**config.mk**
```make
export PLATFORM = sky130hd
export DESIGN_NAME = apb_host_ctrl
export DESIGN_NICKNAME = d
export VERILOG_FILES = /design/src/rtl/apb_host_pkg.sv /design/src/rtl/apb_host_fifo.sv /design/src/rtl/apb_host_ctrl.sv
export SDC_FILE = /design/constraint.sdc
export NUM_CORES = 1
export LEC_CHECK = 0
export BUFFER_PORTS_ARGS = -buffer_cell sky130_fd_sc_hd__buf_2
export CAP_MARGIN = 20
export CORE_AREA = 4 4 192 176
export DETAILED_ROUTE_END_ITERATION = 6
export DIE_AREA = 0 0 196 180
export PLACE_DENSITY = 0.72
export SLEW_MARGIN = 20
export SYNTH_ARGS = -nofsm -noshare
export SYNTH_HDL_FRONTEND = slang
export SYNTH_SLANG_ARGS = --single-unit
```
**constraint.sdc**
```tcl
create_clock -name PCLK -period 2.2 [get_ports PCLK]
set_input_delay 0.44 -clock PCLK [delete_from_list [all_inputs] [get_ports PCLK]]
set_output_delay 0.44 -clock PCLK [all_outputs]
set_load 0.005 [all_outputs]
```
**src/rtl/apb_host_pkg.sv**
```systemverilog
// Shared types for the APB host controller: FSM state encoding, command record
// layout and the sizing helper for the optional ACCESS timeout counter.
package apb_host_pkg;

  typedef enum logic [1:0] {
    StIdle   = 2'd0,
    StSetup  = 2'd1,
    StAccess = 2'd2
  } apb_state_e;

  // Command record is {write, addr, wdata}.
  localparam int unsigned CmdWidth = 65;

  typedef struct packed {
    logic        write;
    logic [31:0] addr;
    logic [31:0] wdata;
  } apb_cmd_t;

  // Width of the ACCESS cycle counter: wide enough for TIMEOUT_CYC, kept within 8..16 bits.
  function automatic int unsigned to_cnt_width(int unsigned cyc);
    int unsigned w;
    w = $clog2(cyc + 1);
    if (w < 8) w = 8;
    if (w > 16) w = 16;
    return w;
  endfunction

endpackage

```
**src/rtl/apb_host_fifo.sv**
```systemverilog
// Synchronous command FIFO. Depth must be a power of two so the pointers wrap
// naturally; pushes while full and pops while empty are ignored.
module apb_host_fifo
  import apb_host_pkg::*;
#(
  parameter int unsigned Depth = 4,
  parameter int unsigned Width = CmdWidth
) (
  input  logic                   clk_i,
  input  logic                   rst_ni,
  input  logic                   push_i,
  input  logic [Width-1:0]       wdata_i,
  input  logic                   pop_i,
  output logic [Width-1:0]       rdata_o,
  output logic                   full_o,
  output logic                   empty_o,
  output logic [$clog2(Depth):0] count_o
);

  localparam int unsigned PtrW = $clog2(Depth);

  logic [Width-1:0] mem_q [Depth];
  logic [Width-1:0] mem_d [Depth];
  logic [PtrW-1:0]  wr_ptr_q, wr_ptr_d;
  logic [PtrW-1:0]  rd_ptr_q, rd_ptr_d;
  logic [PtrW:0]    count_q, count_d;
  logic             do_push, do_pop;

  assign full_o  = (count_q == (PtrW + 1)'(Depth));
  assign empty_o = (count_q == '0);
  assign count_o = count_q;
  assign rdata_o = mem_q[rd_ptr_q];
  assign do_push = push_i & ~full_o;
  assign do_pop  = pop_i & ~empty_o;

  // Next-state for storage, pointers and occupancy.
  always_comb begin
    mem_d    = mem_q;
    wr_ptr_d = wr_ptr_q;
    rd_ptr_d = rd_ptr_q;
    count_d  = count_q;
    if (do_push) begin
      mem_d[wr_ptr_q] = wdata_i;
      wr_ptr_d        = wr_ptr_q + PtrW'(1);
    end
    if (do_pop) begin
      rd_ptr_d = rd_ptr_q + PtrW'(1);
    end
    unique case ({do_push, do_pop})
      2'b10:   count_d = count_q + (PtrW + 1)'(1);
      2'b01:   count_d = count_q - (PtrW + 1)'(1);
      default: count_d = count_q;
    endcase
  end

  // State registers; reset empties the queue.
  always_ff @(posedge clk_i or negedge rst_ni) begin
    if (!rst_ni) begin
      mem_q    <= '{default: '0};
      wr_ptr_q <= '0;
      rd_ptr_q <= '0;
      count_q  <= '0;
    end else begin
      mem_q    <= mem_d;
      wr_ptr_q <= wr_ptr_d;
      rd_ptr_q <= rd_ptr_d;
      count_q  <= count_d;
    end
  end

endmodule

```
**src/rtl/apb_host_ctrl.sv**
```systemverilog
// APB host controller: queues commands in a FIFO and issues them one at a time
// as APB transfers (IDLE -> SETUP -> ACCESS), returning one response per command.
// Optional macro APB_HOST_TIMEOUT_EN aborts an ACCESS phase after TIMEOUT_CYC
// cycles without PREADY and reports it as an error response.
module apb_host_ctrl
  import apb_host_pkg::*;
#(
  parameter int unsigned FIFO_DEPTH  = 4,
  parameter int unsigned TIMEOUT_CYC = 255
) (
  input  logic        PCLK,
  input  logic        PRST_N,
  // Command push
  input  logic        CmdValid,
  output logic        CmdReady,
  input  logic        CmdWrite,
  input  logic [31:0] CmdAddr,
  input  logic [31:0] CmdWdata,
  // Response
  output logic        RspValid,
  input  logic        RspReady,
  output logic [31:0] RspRdata,
  output logic        RspErr,
  // APB master
  output logic        PSEL,
  output logic        PENABLE,
  output logic        PWRITE,
  output logic [31:0] PADDR,
  output logic [31:0] PWDATA,
  input  logic [31:0] PRDATA,
  input  logic        PREADY,
  input  logic        PSLVERR,
  // Status
  output logic        Busy
);

  localparam int unsigned CntW = $clog2(FIFO_DEPTH) + 1;

  apb_cmd_t            push_cmd, head_cmd;
  logic [CmdWidth-1:0] head_raw;
  logic                fifo_full, fifo_empty, fifo_pop;
  logic [CntW-1:0]     fifo_count;

  apb_state_e  state_q, state_d;
  logic        psel_q, psel_d;
  logic        penable_q, penable_d;
  logic        pwrite_q, pwrite_d;
  logic [31:0] paddr_q, paddr_d;
  logic [31:0] pwdata_q, pwdata_d;
  logic        rsp_valid_q, rsp_valid_d;
  logic [31:0] rsp_rdata_q, rsp_rdata_d;
  logic        rsp_err_q, rsp_err_d;

`ifdef APB_HOST_TIMEOUT_EN
  localparam int unsigned ToW = to_cnt_width(TIMEOUT_CYC);
  logic [ToW-1:0] access_cnt_q, access_cnt_d;
`endif

  assign push_cmd = '{write: CmdWrite, addr: CmdAddr, wdata: CmdWdata};
  assign head_cmd = apb_cmd_t'(head_raw);

  apb_host_fifo #(
    .Depth (FIFO_DEPTH),
    .Width (CmdWidth)
  ) u_fifo (
    .clk_i   (PCLK),
    .rst_ni  (PRST_N),
    .push_i  (CmdValid),
    .wdata_i (push_cmd),
    .pop_i   (fifo_pop),
    .rdata_o (head_raw),
    .full_o  (fifo_full),
    .empty_o (fifo_empty),
    .count_o (fifo_count)
  );

  assign CmdReady = ~fifo_full;
  assign PSEL     = psel_q;
  assign PENABLE  = penable_q;
  assign PWRITE   = pwrite_q;
  assign PADDR    = paddr_q;
  assign PWDATA   = pwdata_q;
  assign RspValid = rsp_valid_q;
  assign RspRdata = rsp_rdata_q;
  assign RspErr   = rsp_err_q;
  assign Busy     = (fifo_count != '0) | (state_q != StIdle) | rsp_valid_q;

  // Transfer sequencing and next values of the registered APB/response outputs.
  always_comb begin
    state_d     = state_q;
    psel_d      = psel_q;
    penable_d   = penable_q;
    pwrite_d    = pwrite_q;
    paddr_d     = paddr_q;
    pwdata_d    = pwdata_q;
    rsp_valid_d = rsp_valid_q;
    rsp_rdata_d = rsp_rdata_q;
    rsp_err_d   = rsp_err_q;
    fifo_pop    = 1'b0;
`ifdef APB_HOST_TIMEOUT_EN
    access_cnt_d = access_cnt_q;
`endif

    if (rsp_valid_q && RspReady) begin
      rsp_valid_d = 1'b0;
    end

    unique case (state_q)
      StIdle: begin
        // Wait for the previous response to be taken before issuing the next one.
        if (!fifo_empty && !rsp_valid_q) begin
          state_d   = StSetup;
          fifo_pop  = 1'b1;
          psel_d    = 1'b1;
          penable_d = 1'b0;
          pwrite_d  = head_cmd.write;
          paddr_d   = head_cmd.addr;
          pwdata_d  = head_cmd.wdata;
        end
      end
      StSetup: begin
        state_d   = StAccess;
        penable_d = 1'b1;
`ifdef APB_HOST_TIMEOUT_EN
        access_cnt_d = '0;
`endif
      end
      StAccess: begin
        if (PREADY) begin
          state_d     = StIdle;
          psel_d      = 1'b0;
          penable_d   = 1'b0;
          pwrite_d    = 1'b0;
          rsp_valid_d = 1'b1;
          rsp_rdata_d = pwrite_q ? 32'h0 : PRDATA;
          rsp_err_d   = PSLVERR;
        end
`ifdef APB_HOST_TIMEOUT_EN
        else if (access_cnt_q == ToW'(TIMEOUT_CYC - 1)) begin
          state_d     = StIdle;
          psel_d      = 1'b0;
          penable_d   = 1'b0;
          pwrite_d    = 1'b0;
          rsp_valid_d = 1'b1;
          rsp_rdata_d = 32'h0;
          rsp_err_d   = 1'b1;
        end else begin
          access_cnt_d = access_cnt_q + ToW'(1);
        end
`endif
      end
      default: begin
        state_d   = StIdle;
        psel_d    = 1'b0;
        penable_d = 1'b0;
        pwrite_d  = 1'b0;
      end
    endcase
  end

  // Single state register for the FSM and all registered outputs.
  always_ff @(posedge PCLK or negedge PRST_N) begin
    if (!PRST_N) begin
      state_q     <= StIdle;
      psel_q      <= 1'b0;
      penable_q   <= 1'b0;
      pwrite_q    <= 1'b0;
      paddr_q     <= 32'h0;
      pwdata_q    <= 32'h0;
      rsp_valid_q <= 1'b0;
      rsp_rdata_q <= 32'h0;
      rsp_err_q   <= 1'b0;
`ifdef APB_HOST_TIMEOUT_EN
      access_cnt_q <= '0;
`endif
    end else begin
      state_q     <= state_d;
      psel_q      <= psel_d;
      penable_q   <= penable_d;
      pwrite_q    <= pwrite_d;
      paddr_q     <= paddr_d;
      pwdata_q    <= pwdata_d;
      rsp_valid_q <= rsp_valid_d;
      rsp_rdata_q <= rsp_rdata_d;
      rsp_err_q   <= rsp_err_d;
`ifdef APB_HOST_TIMEOUT_EN
      access_cnt_q <= access_cnt_d;
`endif
    end
  end

endmodule

```
* After elaboration in Yosys (flattened, before gate mapping)
Cells that the tools add are included.
** Storage, ports and cells
- Register bits :: 370
- Bits of input ports :: 103
- Output and inout bits :: 103
- Logic and storage cells :: 76
** Cells by class
- Add/subtract/negate cells :: 4
- Magnitude comparators :: 3
- Equality and inequality tests :: 7
- Muxes and demuxes :: 23
- Bitwise gates (word level) :: 9
- Reduce and logical (&&, ||, !) cells :: 14
** Operators by type and width (count)
- 260-bit bitwise mux :: 1
- 65-bit 2-to-1 mux :: 3
- 65-bit binary-select mux with 2-bit select :: 1
- 65-bit demux with 2-bit select :: 1
- 32-bit 2-to-1 mux :: 1
- 1-bit 2-to-1 mux :: 9
- 1-bit one-hot mux with 3 select lines :: 3
- 3-bit greater-or-equal comparator (second input constant) :: 2
- 2-bit NOT with 3-bit output :: 2
- 2-bit one-hot mux with 3 select lines :: 1
- 3-bit one-hot mux with 2 select lines :: 1
- 2-bit AND reduction :: 3
- 2-bit by 1-bit adder with 2-bit output (second input constant) :: 2
- 2-bit by 1-bit equality test with 1-bit output (second input constant) :: 2
- 2-bit equality test (second input constant) :: 2
- 2-bit 2-to-1 mux :: 2
- 2-bit != test (second input constant) :: 2
- 2-bit nonzero test :: 2
- 3-bit by 1-bit adder with 3-bit output (second input constant) :: 1
- 3-bit equality test (second input constant) :: 1
- 1-bit logical AND :: 3
- 3-bit logical NOT :: 1
- 3-bit by 1-bit less-than comparator with 1-bit output (second input constant) :: 1
- 1-bit NOT :: 3
- other kinds (7) :: 10

* Depth between registers and ports, before layout
Gate-level depths: netlist of run 1.
- Depth after elaboration :: 8
- Mapped depth :: 11
- Depth with buffers taken out :: 8

* Cells and area by module
From an unflattened synthesis of run 1, not the netlist that was laid out.
** Unflattened totals
- Cells, all modules :: 968
- Area total of the unflattened synthesis :: 15696.3 um2
** Modules (own cells, without submodules)
- apb_host_fifo :: instances 1, cells each 668, area each 11688.7 um2, sequential area each 6681.4 um2
- apb_host_ctrl :: instances 1, cells each 300, area each 4007.6 um2, sequential area each 2552.4 um2

* Least setup slack after synthesis of run 1
OpenSTA, ideal clock, no wires.
- Path type :: reg-to-reg
- Start point :: reg state_q[1]
- End point :: reg u_fifo.count_q[2] (netlist: u_fifo.count_o[2])
- Library setup time :: 0.079 ns
- Data arrival time :: 2.242 ns
- Required time :: 2.121 ns
- Setup slack :: -0.121 ns
- Stages on the path, launching flop included :: 12
- Buffers on the path :: 3
- Period minus slack after synthesis :: 2.321 ns
- Cells stage by stage :: dfrtp_1 > nor3_1 > nor2b_1 > buf_2 > buf_6 > buf_8 > ha_1 > inv_1 > fa_1 > xor2_1 > nor2_1 > xor2_1
** Between the ends
- Cells in the longest elaborated chain, start to end :: 5
- Elaborated cells between the ends (all ways) :: 7
- Classes of those cells :: eq/ne: 2; mux: 2; bitwise: 1; reduce/logical: 2
** Ends and longest elaborated chain
- start: declaration :: RTL line apb_host_ctrl.sv:44 : apb_state_e state_q, state_d;
- start signal: assignment :: RTL line apb_host_ctrl.sv:164 : state_q <= StIdle;
- start signal: assignment :: RTL line apb_host_ctrl.sv:177 : state_q <= state_d;
- 2-bit logical NOT * :: RTL line apb_host_ctrl.sv:108 : unique case (state_q)
- 1-bit 2-to-1 mux * :: RTL line apb_host_ctrl.sv:108
- 1-bit AND * :: RTL line apb_host_fifo.sv:34 : assign do_pop = pop_i & ~empty_o;
- named net u_fifo.do_pop :: RTL line apb_host_fifo.sv:27 : logic do_push, do_pop;
- 2-bit by 1-bit equality test with 1-bit output or 2-bit equality test (tied branches) :: RTL line apb_host_fifo.sv:49 : unique case ({do_push, do_pop})
- 3-bit one-hot mux with 2 select lines or 2-bit nonzero test (tied branches)
- end signal: assignment :: RTL line apb_host_fifo.sv:67 : count_q <= count_d;
- end: declaration :: RTL line apb_host_fifo.sv:26 : logic [PtrW:0] count_q, count_d;
The timed path passes the listed nets; every way through them passes the cells marked *.
A chain may end at the register's enable or synchronous reset.

* Final worst setup path of run 1
- Start point :: reg u_fifo.count_q[0] (netlist: u_fifo.count_o[0])
- End point :: out CmdReady
** Between the ends
- Cells in the longest elaborated chain, start to end :: 2
** Ends and longest elaborated chain
- 3-bit equality test :: RTL line apb_host_fifo.sv:29 : assign full_o = (count_q == (PtrW + 1)'(Depth));
- 1-bit NOT :: RTL line apb_host_ctrl.sv:77 : assign CmdReady = ~fifo_full;
- end: declaration :: RTL line apb_host_ctrl.sv:15 : output logic CmdReady,
Every way passes these cells.

==> parameters.txt, run 1 <==
Parameter                              Value

Critical path
  RR Startpoint    u_fifo.count_o[0]
  Cells on worst reg2reg path    8
  R2r endpoint    u_fifo.count_o[2]
  Worst Setup EP    CmdReady
  CP Data Required Time    1760 ps
  Critical path data arrival time    1680 ps
  Largest fanout of any net on the critical path    5
  Worst setup EP type    output pin
  Critical path launch point    u_fifo.count_o[0]
  Critical path launch point type    flip-flop
  Reg2Reg Setup Slack    160 ps
  Crit Path Class    reg2out

Layout
  Most common cell after layout, fill and taps aside    sky130_fd_sc_hd__dfrtp_1
  Number of filler instances in the final layout    2,319
  Final core utilization    61.23%
  Area of the multi-input gates    0.006700 mm²
  Synthesis-to-layout area growth    16.54%
  Top library cells by usage in the layout, fill and taps aside    sky130_fd_sc_hd__dfrtp_1, sky130_fd_sc_hd__buf_2, sky130_fd_sc_hd__mux2_4, sky130_fd_sc_hd__mux2_2, sky130_fd_sc_hd__mux4_2
  Count of antenna diodes in the layout    0
  Area used by sequential logic in the layout    0.009241 mm²
  Proportion of layout cells with a drive suffix above 1    58.08%
  # nets final    1,285

Yosys
  Post-synth top flop    sky130_fd_sc_hd__dfrtp_1
  Syn nets    1,068
  Top-area cell type share of the netlist area    55.52%
  Distinct cell type count after synthesis    30
  Syn Area/Cell    17.34 µm²
  Number of synthesis warnings    0
  Post-synthesis sequential area ratio    55.52%
  Synth Instances    959
  Share of flip-flops with an asynchronous set or reset after synthesis    100.0%
  Yosys top cell by area    sky130_fd_sc_hd__dfrtp_1
  Post-Synthesis Cell Area    0.01663 mm²
  Post-synth EDFFs    0
  Leading post-synthesis cells by cell area    sky130_fd_sc_hd__dfrtp_1, sky130_fd_sc_hd__mux2_4, sky130_fd_sc_hd__mux2_2
  Flip-flop and latch count after synthesis    369

Pwr
  Worst vdd rail ir drop    939.4 µV
  Final Power    32.06 mW
  Power density over cell area    1654 mW/mm²
  Leakage dissipation    9.325 nW

Global routing
  First-pass GRT wire length    54,540 µm
  Pin count of the biggest net entering global routing    68
  Global-route usage over all layers    19.06%
  Number of antenna violations at the first check in global routing    5
  Via count of the first global-routing pass    9,568
  Total congestion overflow    0

Clocking
  H-tree lvl count    2
  Hold-fix buffer count after cts    1
  Clock transition at the register clock pins on the worst setup and hold paths after CTS    60 ps
  CTS tree    built
  Buffer count from post-CTS setup fixing    0
  Count of cells resized by post-cts repair    0
  Maximum clock path buffer count    3
  Number of buffers created by CTS    39
  Cell at the root of the clock tree    sky130_fd_sc_hd__clkbuf_16
  Source-to-sink clock delay at the later pin of the worst-skew pair    510 ps
  CTS sink cnt    369

Placement
  Count of input and output buffers    205
  Detail Placement HPWL    21,270 µm
  Routability cong.    0.7702

Detailed routing
  Detailed Route Iter0 Violations    352
  Via density per instance    5.391
  DR vias    8,712
  DRC    0
  Length of the first detailed-routing pass in iterations    4
  WL final    33,340 µm
  Post-DRT Antenna Nets    0
  Detail-routed net length per standard cell    20.63 µm

Die
  Core footprint    0.03165 mm²
  Floorplan die width    196 µm
  Area of the die    0.03528 mm²
  Initial cell density of the core    52.55%
  I/O pin cnt    206
  Die Height    180 µm
  Number of cell rows    62

Timing
  Fmax    471.9 MHz
  Slew Viols, Final    0
  Count of final hold-check violations    0
  Count of endpoints failing setup in the final report    0
  Worst Skew    7.577 ps
  Slew of the pin with the lowest slew margin    479.2 ps
  Unrepaired setup endpoints after global routing    no
  Part of the cycle the worst path needs    96.32%
  Post-layout min period    2119 ps
  Hold Worst Slack    112.4 ps
  Worst slew margin    68.05%
  Total negative slack for setup checks    0 ps

Job
  Count of max-cap constraint violations    0

Outcome
  Outcome    complete, no violations

Worst hold path
  Class of the worst hold path    in2reg
## logic make-up after synthesis
group | count (synthesis) | share of synthesized area, %
XOR/XNOR | 6 | 0.3160
multiplexers | 394 | 35.49
AO/OA/AOI/OAI | 35 | 1.068
buffers and inverters | 69 | 4.536
AND/OR/NAND/NOR | 80 | 2.573
adder cells (fa/ha/maj) | 6 | 0.4965
flip-flops | 369 | 55.52
## metal layers
layer	wire length [µm]	GRT usage, %	part of all wire, %
met5	45	0	0.13
met4	542	4.161	1.6
met3	1962	4.362	5.9
met2	15270	29.58	46
met1	15520	27.91	47
## how the worst min path moves through the flow
stage | cells past startpoint | slack (ps) | startpoint | end
after floorplan | 0 | 140 | PRST_N | PADDR[0]
after global placement | 1 | 400 | PRST_N | u_fifo.mem_q[233]
after detailed placement | 1 | 400 | PRST_N | u_fifo.mem_q[233]
after CTS | 2 | 90 | RspReady | RspValid
after global routing | 2 | 130 | RspReady | RspValid
final | 2 | 110 | RspReady | RspValid
## flip-flops by register name, summed over array words and instances (netlist names), 2 cells and up
register and cells:
u_fifo.wr_ptr_q 2, state_q 2, u_fifo.rd_ptr_q 2, PADDR 32, RspRdata 32, u_fifo.mem_q 260
u_fifo.count_o 3, PWDATA 32
## cell type report
type,count,area share (%)
multi-input combinational,521,34.57
clock buffer,57,6.068
tap,416,2.686
inverter,7,0.1356
sequential,369,47.68
timing repair buffer,238,8.121
clock inverter,8,0.7360
## worst max-delay path, cell delays in order (launching register included)
cell	delay, ps
sky130_fd_sc_hd__dfrtp_1	420
sky130_fd_sc_hd__or3b_1	390
sky130_fd_sc_hd__buf_4	190
sky130_fd_sc_hd__buf_2	160
## stage by stage
step / worst slack, ps / instance area (µm²) / instances
finish: 81.05 / 19380 / 1616
global route: 10.61 / 19380 / 1616
CTS: 42.78 / 19380 / 1616
detailed placement: 163.6 / 18050 / 1550
global placement: 237.3 / 18050 / 1550
floorplan: 37.69 / 16650 / 959
## synth_stat cells, drive strengths merged, types with 2 or more instances
library cell and number:
dfrtp 369, mux2 327, mux4 65, buf 49, nand2 35, o21ai 34, nand2b 32, clkbuf 13
inv 7, ha 5, nand3 4, xor2 4, mux2i 2, nor2 2, nor3 2, xnor2 2
## power by group
part / switching (mW) / internal, mW / total, mW
sequential: 1.97 / 10.4 / 12.3
clock: 2.55 / 4.15 / 6.70
combinational: 4.63 / 8.38 / 13.0
total: 9.15 / 22.9 / 32.1
No activity file was read; power rests on OpenSTA's default activity.
==> inputs of run 2 (changes only) <==
CORE_AREA = 4 4 189 172   (was 4 4 192 176)
CTS_CLUSTER_SIZE = 16   (was not set)
DIE_AREA = 0 0 193 176   (was 0 0 196 180)
PLACE_DENSITY = 0.71   (was 0.72)
SYNTH_HIERARCHICAL = 1   (was not set)
==> parameters.txt, run 2 <==
Parameter                              Value

Layout
  Max reg flops    260 (unchanged)
  # nets final    1,303 (+1.4%)
  Proportion of layout cells with a drive suffix above 1    54.37% (-3.7 points)
  Most common cell after layout, fill and taps aside    sky130_fd_sc_hd__dfrtp_1
  Number of filler instances in the final layout    2,331 (+0.52%)
  Top library cells by usage in the layout, fill and taps aside    sky130_fd_sc_hd__dfrtp_1, sky130_fd_sc_hd__mux2_2, sky130_fd_sc_hd__buf_2, sky130_fd_sc_hd__mux4_2, sky130_fd_sc_hd__mux2_1
  Area of the multi-input gates    0.005991 mm² (-11%)
  Area used by sequential logic in the layout    0.009245 mm² (about the same)
  Synthesis-to-layout area growth    19.19%
  Reg with most FFs    u_fifo/mem_q

Yosys
  Post-synthesis sequential area ratio    58.83% (+3.3 points)
  Distinct cell type count after synthesis    30 (unchanged)
  Synth Area in Simple Gates    2.846% (+0.27 points)
  Number of synthesis warnings    6 (+6)
  Synth Instances    968 (+0.94%)
  Post-Synthesis Cell Area    0.01570 mm² (-5.6%)
  Most common library cells after synthesis    sky130_fd_sc_hd__dfrtp_1, sky130_fd_sc_hd__mux2_2, sky130_fd_sc_hd__mux4_2
  Top-area cell type share of the netlist area    58.83% (+3.3 points)
  Multiplexer share of the synthesized area    32.78% (-2.7 points)
  Compound-Gate Fraction of Synth Area    1.387% (+0.32 points)
  Flip-flop and latch count after synthesis    369 (unchanged)
  Share of flip-flops with an asynchronous set or reset after synthesis    100.0% (unchanged)
  Syn nets    1,077 (+0.84%)
  Largest family of logic cells by synthesized area    multiplexers
  Post-synth top flop    sky130_fd_sc_hd__dfrtp_1
  Synthesized-area fraction occupied by adder cells    0.5261% (+0.030 points)
  Post-synth EDFFs    0 (unchanged)
  Leading post-synthesis cells by cell area    sky130_fd_sc_hd__dfrtp_1, sky130_fd_sc_hd__mux2_2, sky130_fd_sc_hd__mux4_2
  Yosys top cell by area    sky130_fd_sc_hd__dfrtp_1
  Cell with the most instances after synthesis    sky130_fd_sc_hd__dfrtp_1
  Syn Area/Cell    16.22 µm² (-6.5%)
  Xor/xnor share of the synthesized area    0.3348% (+0.019 points)

Critical path
  CP Data Required Time    1760 ps (about the same)
  Highest-delay cell along the critical path    sky130_fd_sc_hd__dfrtp_2
  Reg2Reg Setup Slack    90 ps (-70 ps)
  Critical path data arrival time    1690 ps (about the same)
  Critical path launch point type    flip-flop
  Crit Path Class    reg2out
  Largest fanout of any net on the critical path    5 (unchanged)
  Maximum cell stage delay along the critical path    440 ps (+20 ps)
  Worst setup EP type    output pin
  Cell breakdown of the critical path    buf_4, nor3b_4, buf_4, inv_1, buf_2
  Most frequent cell on the critical path    sky130_fd_sc_hd__buf_4

Pwr
  Power density over cell area    1622 mW/mm² (-1.9%)
  Worst vdd rail ir drop    842.3 µV (-10%)
  Leakage dissipation    8.259 nW (-11%)
  Proportion of power drawn by flip-flops and latches    40.3% (+1.8 points)
  Internal power    21.49 mW (-6.2%)
  Power share of the clock group    22.8% (+1.9 points)
  Switching power of the nets    8.853 mW (-3.3%)
  Logic pwr share    36.8% (-3.8 points)
  Sw frac    29.17% (+0.63 points)

Detailed routing
  Post-DRT Antenna Nets    0 (unchanged)
  Via density per instance    5.381 (-0.19%)
  Length of the first detailed-routing pass in iterations    4 (unchanged)
  Detailed Route Iter0 Violations    298 (-15%)
  WL final    31,820 µm (-4.6%)
  DRC    0 (unchanged)
  Detail-routed net length per standard cell    19.46 µm (-5.7%)
  DR vias    8,798 (+0.99%)

Timing
  Part of the cycle the worst path needs    96.59% (+0.28 points)
  Min setup slack post-route    74.94 ps (-6.110 ps)
  Slew of the pin with the lowest slew margin    605.1 ps (+126.0 ps)
  Count of final hold-check violations    0 (unchanged)
  Post-layout min period    2125 ps (+6.110 ps)
  Worst Skew    17.22 ps (+9.647 ps)
  Total negative slack for setup checks    0 ps (unchanged)
  Worst slew margin    59.66% (-8.4 points)
  Count of endpoints failing setup in the final report    0 (unchanged)
  Slew Viols, Final    0 (unchanged)
  Fmax    470.6 MHz (-0.29%)

Die
  Die Height    176 µm (-2.2%)
  I/O pin cnt    206 (unchanged)
  Area of the die    0.03397 mm² (-3.7%)
  Floorplan die width    193 µm (-1.5%)
  Initial cell density of the core    51.29% (-1.3 points)
  Core footprint    0.03061 mm² (-3.3%)
  Number of cell rows    61 (-1.6%)

Clocking
  CTS tree    built
  Number of buffers created by CTS    40 (+2.6%)
  Cell at the root of the clock tree    sky130_fd_sc_hd__clkbuf_16
  Source-to-sink clock delay at the later pin of the worst-skew pair    520 ps (about the same)
  CTS sink cnt    369 (unchanged)
  Clock transition at the register clock pins on the worst setup and hold paths after CTS    60 ps (about the same)
  H-tree lvl count    2 (unchanged)
  Maximum clock path buffer count    3 (unchanged)

Outcome
  Outcome    complete, no violations

Global routing
  Global-route usage over all layers    19.16% (+0.11 points)
  First-pass GRT wire length    52,260 µm (-4.2%)
  Pin count of the biggest net entering global routing    66 (-2.9%)
  Number of antenna violations at the first check in global routing    3 (-2)
  Total congestion overflow    0 (unchanged)
  Via count of the first global-routing pass    9,692 (+1.3%)

Placement
  Detail Placement HPWL    20,360 µm (-4.2%)
  Routability cong.    0.7645 (-0.74%)
  Count of input and output buffers    205 (unchanged)
  Worst slack at placement    97.50 ps (-66.11 ps)

Job
  Count of max-cap constraint violations    0 (unchanged)

Worst hold path
  Class of the worst hold path    in2reg
run 2: critical path, delay by kind of cell (launching register included):
family | cells | cell delay [ps]
buffers and inverters | 4 | 540
DFF | 1 | 440
and+or+nand+nor | 1 | 180
run 2: layout make-up:
class                      instances  share of cell area (%)
tap                              409                   2.735
clock inverter                    14                   1.083
inverter                           9                  0.1806
timing repair buffer             245                   8.226
clock buffer                      59                   6.327
multi-input combinational        529                   32.02
sequential                       369                   49.41
antenna                            1                 0.01338
run 2: power by group through the flow:
stage | clock (mW) | sequential (mW) | combinational, mW
2_1_floorplan | 0 | 11.8 | 8.42
3_3_place_gp | 0 | 12.2 | 10.9
3_5_place_dp | 0 | 12.4 | 11.2
4_1_cts | 7.13 | 12.3 | 11.3
5_1_grt | 7.42 | 12.7 | 12.2
6_report | 6.93 | 12.2 | 11.2
run 2: logic make-up after synthesis:
| group | count (synthesis) |
|---|---|
| multiplexers | 392 |
| flip-flops | 369 |
| AND/OR/NAND/NOR | 85 |
| buffers and inverters | 70 |
| AO/OA/AOI/OAI | 40 |
| XOR/XNOR | 6 |
| adder cells (fa/ha/maj) | 6 |
run 2: what timing repair did:
item                       4_1_cts  5_1_grt
resized for setup                0        1
hold buffers                     1        0
hold endpoints to repair        46        0
buffers inserted                 0        6
setup endpoints to repair        0        1
run 2: stage by stage:
stage / total power [mW] / util, % / cell area, µm² / instances / hold slack (ps)
after floorplan: 20.25 / - / 15720 / 968 / 144.4
after global placement: 23.14 / 56.41 / 17260 / 1554 / 411.4
after detailed placement: 23.64 / 56.41 / 17260 / 1554 / 409.8
after CTS: 30.72 / 60.97 / 18660 / 1628 / 106.3
after global routing: 32.36 / 61.13 / 18710 / 1635 / 128.3
final: 30.35 / 61.13 / 18710 / 1635 / 127.1
run 2: routing by layer:
layer  global-route usage, %  wire, µm  vias to the layer above
met5                       0        22                        -
met4                   4.395       487                        4
met3                   4.330      1736                       45
met2                   31.36     15650                      158
met1                   26.60     13920                     4641
li1                        -         -                     3950
run 2: path summary, 6_finish.rpt:
check | start | end | cells past startpoint
max in group asynchronous | PRST_N | u_fifo/mem_q[100] | 3
min reg2reg | RspRdata[29] | RspRdata[29] | 2
min | RspReady | RspValid | 2
min in group asynchronous | PRST_N | u_fifo/mem_q[146] | 2
max reg2reg | u_fifo/count_o[2] | u_fifo/count_o[2] | 9
max | u_fifo/count_o[1] | CmdReady | 5
